### src/rtl/cordic_angle_prep.sv
// Angle pre-reduction for the rotation-mode CORDIC: folds any degrees x 100 angle
// into [-9000, 9000] and negates the vector whenever a 180 degree fold is applied.
module cordic_angle_prep #(
    parameter int W = 16
) (
    input  logic                clk,
    input  logic                rst,
    input  logic                in_valid,
    output logic                in_ready,
    input  logic signed [W-1:0] x_in,
    input  logic signed [W-1:0] y_in,
    input  logic signed [W-1:0] angle_in,
    output logic                out_valid,
    input  logic                out_ready,
    output logic signed [W-1:0] x_out,
    output logic signed [W-1:0] y_out,
    output logic signed [W-1:0] angle_out,
    output logic                flip_out
);

    typedef enum logic [1:0] {IDLE, WRAP, FOLD, HOLD} state_t;

    // Angle arithmetic runs one bit wider so +/-36000 is representable.
    localparam logic signed [W:0] A360 = (W+1)'(36000);
    localparam logic signed [W:0] A180 = (W+1)'(18000);
    localparam logic signed [W:0] N180 = -(W+1)'(18000);
    localparam logic signed [W:0] A90  = (W+1)'(9000);
    localparam logic signed [W:0] N90  = -(W+1)'(9000);

    state_t              state_q, state_d;
    logic signed [W-1:0] x_q, x_d, y_q, y_d;
    logic signed [W:0]   a_q, a_d;
    logic signed [W-1:0] xo_q, xo_d, yo_q, yo_d, ao_q, ao_d;
    logic                fo_q, fo_d;

    function automatic logic signed [W-1:0] sat_neg(input logic signed [W-1:0] v);
        logic signed [W-1:0] most_neg;
        most_neg = {1'b1, {(W-1){1'b0}}};
        if (v == most_neg) begin
            return ~v;
        end
        return -v;
    endfunction

    always_comb begin
        state_d = state_q;
        x_d     = x_q;
        y_d     = y_q;
        a_d     = a_q;
        xo_d    = xo_q;
        yo_d    = yo_q;
        ao_d    = ao_q;
        fo_d    = fo_q;
        unique case (state_q)
            IDLE: begin
                if (in_valid) begin
                    x_d     = x_in;
                    y_d     = y_in;
                    a_d     = {angle_in[W-1], angle_in};
                    state_d = WRAP;
                end
            end
            WRAP: begin
                if (a_q >= A180) begin
                    a_d = a_q - A360;
                end else if (a_q < N180) begin
                    a_d = a_q + A360;
                end
                state_d = FOLD;
            end
            FOLD: begin
                // Output registers load only here, so they stay put in every other state.
                if (a_q > A90) begin
                    ao_d = W'(a_q - A180);
                    xo_d = sat_neg(x_q);
                    yo_d = sat_neg(y_q);
                    fo_d = 1'b1;
                end else if (a_q < N90) begin
                    ao_d = W'(a_q + A180);
                    xo_d = sat_neg(x_q);
                    yo_d = sat_neg(y_q);
                    fo_d = 1'b1;
                end else begin
                    ao_d = W'(a_q);
                    xo_d = x_q;
                    yo_d = y_q;
                    fo_d = 1'b0;
                end
                state_d = HOLD;
            end
            HOLD: begin
                if (out_ready) begin
                    state_d = IDLE;
                end
            end
            default: state_d = IDLE;
        endcase
    end

    always_ff @(posedge clk or negedge rst) begin
        if (!rst) begin
            state_q <= IDLE;
            x_q     <= '0;
            y_q     <= '0;
            a_q     <= '0;
            xo_q    <= '0;
            yo_q    <= '0;
            ao_q    <= '0;
            fo_q    <= 1'b0;
        end else begin
            state_q <= state_d;
            x_q     <= x_d;
            y_q     <= y_d;
            a_q     <= a_d;
            xo_q    <= xo_d;
            yo_q    <= yo_d;
            ao_q    <= ao_d;
            fo_q    <= fo_d;
        end
    end

    assign in_ready  = (state_q == IDLE);
    assign out_valid = (state_q == HOLD);
    assign x_out     = xo_q;
    assign y_out     = yo_q;
    assign angle_out = ao_q;
    assign flip_out  = fo_q;

endmodule

### config.mk
export PLATFORM = sky130hd
export DESIGN_NAME = cordic_angle_prep
export DESIGN_NICKNAME = d
export VERILOG_FILES = /design/src/rtl/cordic_angle_prep.sv
export SDC_FILE = /design/constraint.sdc
export NUM_CORES = 1
export LEC_CHECK = 0
export ABC_CLOCK_PERIOD_IN_PS = 3100
export BUFFER_PORTS_ARGS = -buffer_cell sky130_fd_sc_hd__clkbuf_2
export CORE_ASPECT_RATIO = 0.8
export CORE_UTILIZATION = 45
export DETAILED_ROUTE_END_ITERATION = 8
export GPL_TIMING_DRIVEN = 0
export MAX_ROUTING_LAYER = met4
export PLACE_DENSITY = 0.69
export SYNTH_ARGS = -nofsm -noshare
export SYNTH_HDL_FRONTEND = slang
export SYNTH_SLANG_ARGS = --single-unit
### constraint.sdc
create_clock -name clk -period 3.1 [get_ports clk]
set_input_delay 0.465 -clock clk [delete_from_list [all_inputs] [get_ports clk]]
set_output_delay 0.465 -clock clk [all_outputs]
set_load 0.005 [all_outputs]
==> summary.txt <==
Reg-to-Reg Start -> a_q[4]
Worst path required time -> 3350 ps
Fraction of layout cells with a size suffix above 1 -> 0.310
DP HPWL -> 12900 um
Worst Setup Path Type -> reg2reg
EDFF count, synth -> 0
Post-route cell area -> 7470 um2
Crit-path slowest cell -> dfrtp_2
Core Rows -> 37
Skew-Pair Late Insertion Delay -> 350 ps
Commonest non-fill, non-tap cell in the layout -> clkbuf_2
Endpoints failing hold -> 0
Synth warnings -> 0
Drt total wl -> 18000 um
Leakage -> 3.29 nW
Max-cap violations -> 0
All-Layer GR Usage -> 0.270
Predominant post-synthesis flop cell -> dfrtp_1
Tcrit/Tclk final -> 1.01
Num CTS Buffers -> 9
Area leader, netlist -> dfrtp_1
Worst-Margin Slew -> 780 ps
Cell chosen for the clock root -> clkbuf_16
FMAX -> 0.320 GHz
Max incr delay on CP -> 490 ps
Die Height -> 105 um
Synth Register Bits -> 100
Max-slew violation count -> 0
Gpl congestion -> 0.894
Crit path time final -> 3130 ps
Slew HR -> 0.480
Total die area -> 13800 um2
First-pass GRT wire length -> 28200 um
Initial antenna violation count -> 0
R2R Setup Slk -> -30 ps
Path depth of the worst reg2reg path -> 13
Commonest non-fill, non-tap cells in the layout -> clkbuf_2, dfrtp_1, nand2_1, nor2_1, mux2_2
Synth cell types -> 71
Clock sinks -> 100
Final worst slack -> -26.7 ps
Hold slack -> 220 ps
Area contributors post-synth -> dfrtp_1, mux2_2, ha_1, o21ai_0, nand2_1
PortBufs -> 102
Final ANT Viol Nets -> 0
GR Overflow Total -> 0
Vias per cell -> 6.00
Initial Util -> 0.465
Worst IR Drop VDD -> 448 uV
Status -> finished, violations left
Core footprint -> 12900 um2
R2R Path End -> a_q[15]
Arr. time, crit path -> 3370 ps
# setup viols final -> 2
Pwr Density -> 1290 nW/um2
Number of global-route vias before repair -> 5216
Placed inst area -> 6770 um2
Fin util -> 0.579
CP cell instances -> ha_4 -> and4b_1 -> a41oi_2 -> nand2b_4 -> nor2b_4 -> buf_6 -> fa_2 -> a211o_1 -> a2111oi_4 -> nor3_2 -> mux2i_1 -> a21oi_1 -> a21o_1
Asr flop ratio synth -> 1.00
Crit path from -> a_q[4]
Avg Inst Size Synth -> 9.52 um2
# DRC -> 0
Vias -> 5690
Syn_nets -> 704
H-Tree Depth -> 3
Worst Path Max Fanout -> 8
Unrepaired setup endpoints after global routing -> yes
CTS Hold Bufs -> 0
Final clock skew -> 7.25 ps
Die X -> 131 um
CTS tree -> yes
Area grow syn2layout -> 24.4%
Pre-antenna DRT Iters -> 5
Mapped cell area -> 6010 um2
# IOs -> 103
Synth Instances -> 631
Failing checks -> setup timing
Post-synth top area share -> 0.417
Largest net degree at the start of global routing -> 54
Worst hold path class -> in2async
Sequential share of the synthesized area -> 0.417
Wire per inst -> 19.0 um
ANT cells -> 0
Worst-path clk slew -> 70 ps
Startpoint Class -> register
CP endpoint kind -> register
CTS Buffer Depth -> 2
# nets final -> 842
DR iter-0 viols -> 508
-- power breakdown --
part | internal, mW | switching [mW] | total, mW
registers | 1.99 | 0.739 | 2.73
logic | 2.58 | 3.15 | 5.73
clock network | 0.637 | 0.534 | 1.17
-- through the flow --
stage	instances	setup TNS (ps)	power [mW]	worst slack, ps
2_1_floorplan	631	0	6.06	11.7
3_3_place_gp	908	-2330	7.47	-580
3_5_place_dp	909	-2620	7.66	-623
4_1_cts	940	-193	9.23	-102
5_1_grt	949	-435	10.3	-150
6_report	949	-39.7	9.63	-26.7
-- worst max-delay path: cells and delay by family, from the launching register on --
| kind | cells | cell delay, ps |
|---|---|---|
| muxes | 1 | 160 |
| buffers and inverters | 1 | 140 |
| AOI/OAI and AO/OA | 5 | 1170 |
| and+or+nand+nor | 4 | 500 |
| adders and majority gates | 2 | 550 |
| DFF | 1 | 490 |
-- layer usage --
metal	track usage	up-vias	wire, um
met5	-	-	0
met3	0.0577	30	1530
met4	0.0773	0	319
li1	-	2617	-
met2	0.375	283	7680
met1	0.393	2760	8500
-- worst max path at each step --
| stage | to | slack [ps] | cells past startpoint |
|---|---|---|---|
| floorplan | a_q[15] | 10 | 14 |
| global placement | a_q[15] | -580 | 14 |
| detailed placement | a_q[13] | -620 | 13 |
| CTS | a_q[15] | -100 | 13 |
| global route | a_q[15] | -150 | 13 |
| finish | a_q[15] | -30 | 13 |
-- registers in the layout, indices dropped and copies added (netlist names) --
register / cells
x_out: 16
x_q: 16
flip_out: 1
y_q: 16
state_q: 2
a_q: 17
y_out: 16
angle_out: 16
-- kinds of logic after synthesis --
kind of cell               Yosys count  share of synthesized area
xor gates and xnor gates            11                     0.0160
AOI/OAI and AO/OA                  173                      0.194
muxes                               55                      0.101
and+or+nand+nor                    209                      0.183
adders and majority gates           21                     0.0450
DFF                                100                      0.417
buffers and inverters               62                     0.0442
-- final cells by class --
cell class	count	area, um2
clock buffers	10	229
plain buffers	32	181
well taps	175	219
fillers	1139	5440
repair buffers	129	743
clock inverters	6	71.3
inverters	28	108
flip-flops and latches	100	2510
multi-input cells	469	3410
-- synth_stat cells, drive strengths merged (3+ instances only) --
cell type / count
and2: 7
buf: 18
clkbuf: 16
o21a: 3
nor3: 23
xnor2: 5
or4: 3
o22ai: 3
o41ai: 3
o21ai: 47
mux2i: 11
nor4: 8
nor2: 48
a211oi: 7
mux2: 44
nand3: 15
dfrtp: 100
o32ai: 6
inv: 28
a21oi: 29
o31a: 3
ha: 20
nand2b: 7
a2111oi: 4
a31oi: 25
or3: 21
nand2: 49
a311oi: 3
o211ai: 4
xor2: 6
nor3b: 6
nor2b: 8
and4: 3
o31ai: 6
a21o: 6
-- timing repair --
item | CTS | global route
pin swaps | 13 | 19
buffers inserted | 15 | 11
endpoints found under the setup margin | 8 | 6
resized for setup | 29 | 25
cloned | 0 | 0
Power figures use the tool's default switching activity.
